### config.mk
export PLATFORM = sky130hd
export DESIGN_NAME = egyptian_product_accumulator_flat
export DESIGN_NICKNAME = d
export VERILOG_FILES = /design/src/rtl/mult_pkg.sv /design/src/rtl/egyptian_product_accumulator_if.sv /design/src/rtl/egyptian_product_accumulator.sv /design/src/flat_wrapper.sv
export SDC_FILE = /design/constraint.sdc
export NUM_CORES = 1
export LEC_CHECK = 0
export BUFFER_PORTS_ARGS = -buffer_cell sky130_fd_sc_hd__buf_2
export CAP_MARGIN = 20
export CORE_MARGIN = 3
export CORE_UTILIZATION = 35
export CTS_CLUSTER_DIAMETER = 200
export DETAILED_ROUTE_END_ITERATION = 7
export GPL_ROUTABILITY_DRIVEN = 0
export PLACE_DENSITY_LB_ADDON = 0.2
export SYNTH_ARGS = -nofsm -noshare
export SYNTH_HDL_FRONTEND = slang
export SYNTH_SLANG_ARGS = --single-unit
### constraint.sdc
create_clock -name clk -period 8.6 [get_ports clk]
set_clock_uncertainty 0.05 [all_clocks]
set_input_delay 1.72 -clock clk [delete_from_list [all_inputs] [get_ports clk]]
set_output_delay 1.72 -clock clk [all_outputs]
set_load 0.01 [all_outputs]
### src/rtl/mult_pkg.sv
// Shared definitions for the shift-add multiplier datapath and its accumulator back end.
package mult_pkg;

   // Multiplier operand and product widths; the accumulator input must match MULT_PROD_W.
   localparam int MULT_IN_W   = 16;
   localparam int MULT_PROD_W = 32;

   // Accumulator FSM: ACCUM collects beats, DONE holds a finished frame result.
   typedef enum logic [0:0] {
      ACCUM = 1'b0,
      DONE  = 1'b1
   } acc_state_t;

endpackage : mult_pkg

### src/rtl/egyptian_product_accumulator_if.sv
// Product-in / frame-result-out bus for the product accumulator.
//
// Handshake rules (both directions): a transfer happens on a rising clk edge
// where valid && ready are both 1. The producer holds valid and its payload
// stable until that transfer; ready may be asserted independently of valid,
// and ready never depends combinationally on the opposite side's ready.
interface egyptian_product_accumulator_if #(
   parameter int PROD_W = 32,
   parameter int ACC_W  = 40,
   parameter int CNT_W  = 8
);

   logic              clr;
   logic              in_valid;
   logic              in_ready;
   logic [PROD_W-1:0] in_data;
   logic              in_last;
   logic              out_valid;
   logic              out_ready;
   logic [ACC_W-1:0]  out_data;
   logic [CNT_W-1:0]  out_count;
   logic              out_ovf;

   // Producer of products and consumer of frame results.
   modport master (
      output clr, in_valid, in_data, in_last, out_ready,
      input  in_ready, out_valid, out_data, out_count, out_ovf
   );

   // The accumulator itself.
   modport slave (
      input  clr, in_valid, in_data, in_last, out_ready,
      output in_ready, out_valid, out_data, out_count, out_ovf
   );

endinterface : egyptian_product_accumulator_if

### src/rtl/egyptian_product_accumulator.sv
// Frame accumulator for unsigned multiplier products: sums beats until in_last,
// then presents sum, saturating beat count and sticky overflow for one handshake.
module egyptian_product_accumulator
   import mult_pkg::*;
#(
   parameter int PROD_W = MULT_PROD_W,
   parameter int ACC_W  = 40,
   parameter int CNT_W  = 8
) (
   input  logic                            clk,
   input  logic                            rst,
   egyptian_product_accumulator_if.slave   bus,
   output acc_state_t                      dbg_state
);

   localparam int EXT_W = ACC_W + 1 - PROD_W;

   acc_state_t        state_q, state_d;
   logic [ACC_W-1:0]  acc_q, acc_d;
   logic [CNT_W-1:0]  cnt_q, cnt_d;
   logic              ovf_q, ovf_d;
   logic [ACC_W-1:0]  out_data_q, out_data_d;
   logic [CNT_W-1:0]  out_count_q, out_count_d;
   logic              out_ovf_q, out_ovf_d;

   logic [ACC_W:0]    sum;
   logic [CNT_W-1:0]  cnt_inc;
   logic              in_ready;
   logic              accept;

   // In ACCUM the block is always ready, so in_ready depends only on state.
   assign in_ready = (state_q == ACCUM);
   assign accept   = bus.in_valid && in_ready;

   // One extra bit on the adder captures the carry-out that feeds the sticky overflow.
   assign sum     = {1'b0, acc_q} + {{EXT_W{1'b0}}, bus.in_data};
   assign cnt_inc = (cnt_q == {CNT_W{1'b1}}) ? cnt_q : cnt_q + CNT_W'(1);

   // State register.
   always_ff @(posedge clk) begin
      if (rst) begin
         state_q <= ACCUM;
      end else begin
         state_q <= state_d;
      end
   end

   // Next state: a last beat closes the frame unless clr aborts it; a result handshake reopens.
   always_comb begin
      state_d = state_q;
      case (state_q)
         ACCUM: if (!bus.clr && accept && bus.in_last) state_d = DONE;
         DONE:  if (bus.out_ready)                     state_d = ACCUM;
         default: state_d = ACCUM;
      endcase
   end

   // Outputs decoded from state; results come straight from the held registers.
   always_comb begin
      bus.in_ready  = in_ready;
      bus.out_valid = (state_q == DONE);
      bus.out_data  = out_data_q;
      bus.out_count = out_count_q;
      bus.out_ovf   = out_ovf_q;
      dbg_state     = state_q;
   end

   // Datapath next values: clr beats accept in ACCUM, clr is ignored in DONE.
   always_comb begin
      acc_d       = acc_q;
      cnt_d       = cnt_q;
      ovf_d       = ovf_q;
      out_data_d  = out_data_q;
      out_count_d = out_count_q;
      out_ovf_d   = out_ovf_q;
      case (state_q)
         ACCUM: begin
            if (bus.clr) begin
               acc_d = '0;
               cnt_d = '0;
               ovf_d = 1'b0;
            end else if (accept) begin
               acc_d = sum[ACC_W-1:0];
               cnt_d = cnt_inc;
               ovf_d = ovf_q | sum[ACC_W];
               if (bus.in_last) begin
                  // Result includes the closing beat itself.
                  out_data_d  = sum[ACC_W-1:0];
                  out_count_d = cnt_inc;
                  out_ovf_d   = ovf_q | sum[ACC_W];
               end
            end
         end
         DONE: begin
            if (bus.out_ready) begin
               acc_d = '0;
               cnt_d = '0;
               ovf_d = 1'b0;
            end
         end
         default: begin
            acc_d = '0;
            cnt_d = '0;
            ovf_d = 1'b0;
         end
      endcase
   end

   // Datapath registers.
   always_ff @(posedge clk) begin
      if (rst) begin
         acc_q       <= '0;
         cnt_q       <= '0;
         ovf_q       <= 1'b0;
         out_data_q  <= '0;
         out_count_q <= '0;
         out_ovf_q   <= 1'b0;
      end else begin
         acc_q       <= acc_d;
         cnt_q       <= cnt_d;
         ovf_q       <= ovf_d;
         out_data_q  <= out_data_d;
         out_count_q <= out_count_d;
         out_ovf_q   <= out_ovf_d;
      end
   end

endmodule : egyptian_product_accumulator
### src/flat_wrapper.sv
// flat-port wrapper written by rule: the top's interface ports become plain ports
module egyptian_product_accumulator_flat import mult_pkg::*;
#(
   parameter int PROD_W = MULT_PROD_W,
   parameter int ACC_W  = 40,
   parameter int CNT_W  = 8
)
  (clk, rst, dbg_state, bus_clr, bus_in_valid, bus_in_data, bus_in_last, bus_out_ready, bus_in_ready, bus_out_valid, bus_out_data, bus_out_count, bus_out_ovf);
  egyptian_product_accumulator_if #(.PROD_W(PROD_W), .ACC_W(ACC_W), .CNT_W(CNT_W)) bus_i ();
  input  logic clk;
  input  logic rst;
  output acc_state_t dbg_state;
  input wire logic [$bits(bus_i.clr)-1:0] bus_clr;
  input wire logic [$bits(bus_i.in_valid)-1:0] bus_in_valid;
  input wire logic [$bits(bus_i.in_data)-1:0] bus_in_data;
  input wire logic [$bits(bus_i.in_last)-1:0] bus_in_last;
  input wire logic [$bits(bus_i.out_ready)-1:0] bus_out_ready;
  output wire logic [$bits(bus_i.in_ready)-1:0] bus_in_ready;
  output wire logic [$bits(bus_i.out_valid)-1:0] bus_out_valid;
  output wire logic [$bits(bus_i.out_data)-1:0] bus_out_data;
  output wire logic [$bits(bus_i.out_count)-1:0] bus_out_count;
  output wire logic [$bits(bus_i.out_ovf)-1:0] bus_out_ovf;
  assign bus_i.clr = bus_clr;
  assign bus_i.in_valid = bus_in_valid;
  assign bus_i.in_data = bus_in_data;
  assign bus_i.in_last = bus_in_last;
  assign bus_i.out_ready = bus_out_ready;
  assign bus_in_ready = bus_i.in_ready;
  assign bus_out_valid = bus_i.out_valid;
  assign bus_out_data = bus_i.out_data;
  assign bus_out_count = bus_i.out_count;
  assign bus_out_ovf = bus_i.out_ovf;
  egyptian_product_accumulator #(.PROD_W(PROD_W), .ACC_W(ACC_W), .CNT_W(CNT_W)) u_core (.clk(clk), .rst(rst), .bus(bus_i), .dbg_state(dbg_state));
endmodule
# Word level (Yosys, flattened, before mapping)
# Cells that the tools add are included.
[word_totals] elab_cells=37 out_inout_bits=52 reg_bits=99 input_bits=38
[op_classes] reduce_logical=6 n_eq_ne=3 bitwise_logic=3 muxes=16 add_sub_neg=2
[op_table] cell="2-to-1 mux 40 bit" n=3
[op_table] cell="case mux 40 bit (2 select lines)" n=1
[op_table] cell="adder 40 x 32 -> 41 bit" n=1
[op_table] cell="2-to-1 mux 8 bit" n=4
[op_table] cell="case mux 8 bit (2 select lines)" n=1
[op_table] cell="adder 8 x 1 -> 8 bit (second input constant)" n=1
[op_table] cell="== test 8 bit (second input constant)" n=1
[op_table] cell="2-to-1 mux 1 bit" n=5
[op_table] cell="case mux 1 bit (2 select lines)" n=2
[op_table] cell="AND reduction 4 bit" n=1
[op_table] cell="logical AND 1 bit" n=3
[op_table] cell="!= test 3 bit (second input constant)" n=1
[op_table] cell="!= test 2 bit (second input constant)" n=1
[op_table] cell="inverter 1 bit" n=2
[op_table] cell="AND reduction 2 bit" n=1
[op_table] cell="logical NOT 1 bit" n=1
[op_table] cell="OR 1 bit" n=1

# Longest topological paths before layout
[logic_depth] word_depth=6 depth_mapped=10 mapped_depth_nobuf=10

# Worst setup path after synthesis
# Ideal clock, no wire load.
[synth_timing] path_kind="input to register" startpoint="input bus_in_data[0]" endpoint="register u_core.out_ovf_q (netlist: u_core.bus.out_ovf)" setup_time_ps=129 cell_stages=10 t_required_ps=8421 t_arrival_ps=3883 n_path_buf=0 setup_slack_ps=4539 path_cell_list="ha_1 > fa_1 > a21oi_1 > o21ai_0 > a21o_1 > a211oi_4 > o311ai_4 > and2_1 > a311oi_1 > nor3_1"
[synth_between] elab_chain_len=2
[synth_rtl] element="from (decl)" line="flat_wrapper.sv:15" rtl="input wire logic [$bits(bus_i.in_data)-1:0] bus_in_data;"
[synth_rtl] element="adder 40 x 32 -> 41 bit" line="egyptian_product_accumulator.sv:36" rtl="assign sum = {1'b0, acc_q} + {{EXT_W{1'b0}}, bus.in_data};"
[synth_rtl] element="OR 1 bit" line="egyptian_product_accumulator.sv:90" rtl="out_ovf_d = ovf_q | sum[ACC_W];"
[synth_rtl] element="to (signal assigned)" line="egyptian_product_accumulator.sv:124" rtl="out_ovf_q <= out_ovf_d;"
[synth_rtl] element="to (decl)" line="egyptian_product_accumulator.sv:24" rtl="logic out_ovf_q, out_ovf_d;"
# No other way between the ends.
# A chain may end at the register's enable or synchronous reset.

# Worst setup path in the final report
[layout_timing] startpoint="input bus_in_data[0]" endpoint="register u_core.acc_q[24]"
[layout_between] elab_chain_len=4
[layout_rtl] element="adder 40 x 32 -> 41 bit" line="egyptian_product_accumulator.sv:36"
[layout_rtl] element="2-to-1 mux 40 bit" line="egyptian_product_accumulator.sv:82" rtl="end else if (accept) begin"
[layout_rtl] element="2-to-1 mux 40 bit" line="egyptian_product_accumulator.sv:78" rtl="if (bus.clr) begin"
[layout_rtl] element="case mux 40 bit (2 select lines)" line="egyptian_product_accumulator.sv:76" rtl="case (state_q)"
[layout_rtl] element="to (signal assigned)" line="egyptian_product_accumulator.sv:112" rtl="acc_q <= '0;"
[layout_rtl] element="to (signal assigned)" line="egyptian_product_accumulator.sv:119" rtl="acc_q <= acc_d;"
[layout_rtl] element="to (decl)" line="egyptian_product_accumulator.sv:19" rtl="logic [ACC_W-1:0] acc_q, acc_d;"
# No other way between the ends. The select of a mux whose other input is x is not followed.

==> results.ini <==
[status]
status = finished, final reports clean

[detailed_routing]
drtPass1Iterations = 5
initialDrtViolationCount = 326
drc = 0
wl_per_cell_um = 15.8
vias = 5216
postRouteAntennaNets = 0
wl_um = 15400
viasPerCell = 5.36

[cells_and_area]
area_growth_pct = 15.5
multi_input_area_sq_um = 3440
final_nets = 829
num_antenna_cells = 0
fillCellCount = 1608
final_cell_mix = dfxtp_1 (99), nand2_1 (93), buf_2 (89), a21oi_1 (74), nor2_1 (62)
final_common_cell = dfxtp_1
utilization_pct = 42.2
drive_gt1_share_pct = 16.7
regArea_sq_um = 1980

[logic_synthesis]
synth_area_sq_um = 5660
ys_warn_count = 0
synthArstFlopShare_pct = 0
synth_edf_count = 0
synth.largest_area_cell = dfxtp_1
yosys.area.top_type_share_pct = 35.0
synthCells = 698
yosys_register_bits = 99
synthFlopType = dfxtp_1
synth_sequential_area_ratio_pct = 35.0
yosysUniqueCellTypes = 64
syn_area_per_cell_sq_um = 8.11
syn-num-nets = 770
synthTopCellsByArea = dfxtp_1 (35%), ha_1 (7.3%), a21oi_1 (6.5%)

[timing]
finalCriticalPeriod_ns = 4.24
hold_viol = 0
setup-violations-final = 0
finalMaxSlewViolations = 0
period_share_pct = 49.3
tightest_slew_ns = 1.01
tns_ns = 0
maxSlewHeadroom_pct = 32.5
fmax_ghz = 0.236
rsz0062_at_grt = no

[placed_design]
hpwl_um = 11000
numPortBuffers = 89

[setup_path]
path_cells = buf_2 -> ha_1 -> fa_1 -> a21oi_1 -> o21ai_0 -> a21o_1 -> a211oi_4 -> o31ai_4 -> a21boi_0 -> xor2_1 -> o21ai_0
path_delay_family = compound AO/OA/AOI/OAI gates
cp-start-kind = input pin
cp_slowest_cell = a211oi_4
crit_arrival_ns = 4.39
critPathMaxFanout = 6
required_ns = 8.75
worst-setup-path-type = in2reg
cpPeakStageDelay_ns = 0.50
path_common_cell = o21ai_0
path_buf_inv = 1
worstSetupEndpointType = flop

[cts]
worstSkewPairLatency_ns = 0.36
cts.repair.resized = 0
cts.sinks = 99
cts_inserted_buffers = 9
max-clock-path-buffers = 2
clockRootBuffer = clkbuf_16
postCtsSetupBuffers = 0
cts_tree = built
path_clk_slew_ns = 0.07
htreeDepth = 3
hold_buffers = 0

[power_and_ir_drop]
cellLeakagePower_nw = 2.76
total_power_mw = 1.13
powerDensity_nw_per_um2 = 173
peakVddDrop_uv = 121

[global_routing]
grt_overflow = 0
grt_start_max_net_pins = 92
grt_pass1_wl_um = 25900
track_usage_pct = 17.6
grt_pass1_vias = 5259
antenna_found_initial = 0

[die]
core_sq_um = 15500
num_rows = 45
start_util_pct = 36.6
dieHeight_um = 133
design.die.area_sq_um = 17700
die_x_um = 133
io_pins = 90

[job]
cap_viol_max_count = 0

[min_path]
min_path_type = reg2reg

## sequential cells by signal (all words and copies together) (netlist names)
signal / flops
u_core.bus.out_count: 8
u_core.bus.out_valid: 1
u_core.acc_q: 40
u_core.cnt_q: 8
u_core.bus.out_ovf: 1
u_core.bus.out_data: 40
u_core.ovf_q: 1
## synth_stat cells (3+ instances only)
master    number
dfxtp_1       99
nand2_1       93
a21oi_1       74
nor2_1        62
ha_1          33
o21ai_0       33
clkbuf_1      31
nand3_1       22
xnor2_1       21
a21o_1        19
xor2_1        19
a22oi_1       13
a211oi_1      12
nor3_1        12
a31oi_1       11
nand4_1       11
inv_1         10
a22o_1         9
nand3b_1       8
buf_2          7
o31ai_1        7
and2_1         5
and3_1         5
nand2b_1       5
o21a_1         5
o21bai_1       5
or4_1          5
a211o_1        4
nand4b_1       4
nor3b_1        4
a21oi_2        3
buf_1          3
buf_4          3
o211ai_1       3
or3_1          3
## metal layers
metal | up-vias | GRT usage, % | routed length (um)
met5 | - | 0 | 0
met3 | 18 | 3.02 | 653
li1 | 2627 | - | -
met1 | 2458 | 23.7 | 7480
met4 | 0 | 7.31 | 308
met2 | 113 | 28.1 | 6950
## layout make-up
| cell class | instances | area share, % |
|---|---|---|
| Clock buffer | 10 | 3.50 |
| Sequential cell | 99 | 30.3 |
| Timing Repair Buffer | 95 | 7.50 |
| Inverter | 10 | 0.574 |
| Clock inverter | 6 | 1.49 |
| Multi-Input combinational cell | 542 | 52.6 |
| Tap cell | 211 | 4.04 |
## report_power, final
part | leakage [nW] | internal (mW) | total [mW] | switching (mW)
registers | 0.804 | 0.477 | 0.489 | 0.0123
clock network | 0.159 | 0.259 | 0.450 | 0.191
logic | 1.80 | 0.0721 | 0.192 | 0.120
total | 2.76 | 0.809 | 1.13 | 0.323
## kinds of logic (layout without fill, tap and decap cells)
family | after synthesis | after routing | share of synthesized area, %
AOI/OAI and AO/OA | 218 | 218 | 25.9
xor gates and xnor gates | 40 | 40 | 6.19
adders and majority gates | 34 | 34 | 7.65
buffers and inverters | 57 | 121 | 4.42
DFF | 99 | 99 | 35.0
muxes | 2 | 2 | 0.376
and+or+nand+nor | 248 | 248 | 20.5
## stage by stage
step           std cells  instance area (sq um)  setup slack, ns  hold slack, ns
2_1_floorplan        698                   5660             4.54           0.379
3_3_place_gp         957                   6210             4.10           0.390
3_5_place_dp         957                   6210             4.03           0.396
4_1_cts              973                   6540             4.39           0.407
5_1_grt              973                   6540             4.18           0.424
6_report             973                   6540             4.36           0.402
## final timing paths
kind,startpoint,end,slack [ns],cells after the start
hold reg to reg,u_core.bus.out_count[6],u_core.bus.out_count[6],0.40,2
setup / recovery,bus_in_data[0],u_core.acc_q[24],4.36,11
setup reg to reg,u_core.acc_q[0],u_core.acc_q[24],5.51,10
hold / removal,u_core.bus.out_count[6],u_core.bus.out_count[6],0.40,2
## worst reg2reg max path, cell delays in order, from the launching register on
cell	delay, ns
dfxtp_1	0.32
ha_1	0.22
fa_1	0.41
a21oi_1	0.19
o21ai_0	0.11
a21o_1	0.26
a211oi_4	0.50
o31ai_4	0.18
a21boi_0	0.41
xor2_1	0.17
o21ai_0	0.09
(Power assumes the default switching activity.)
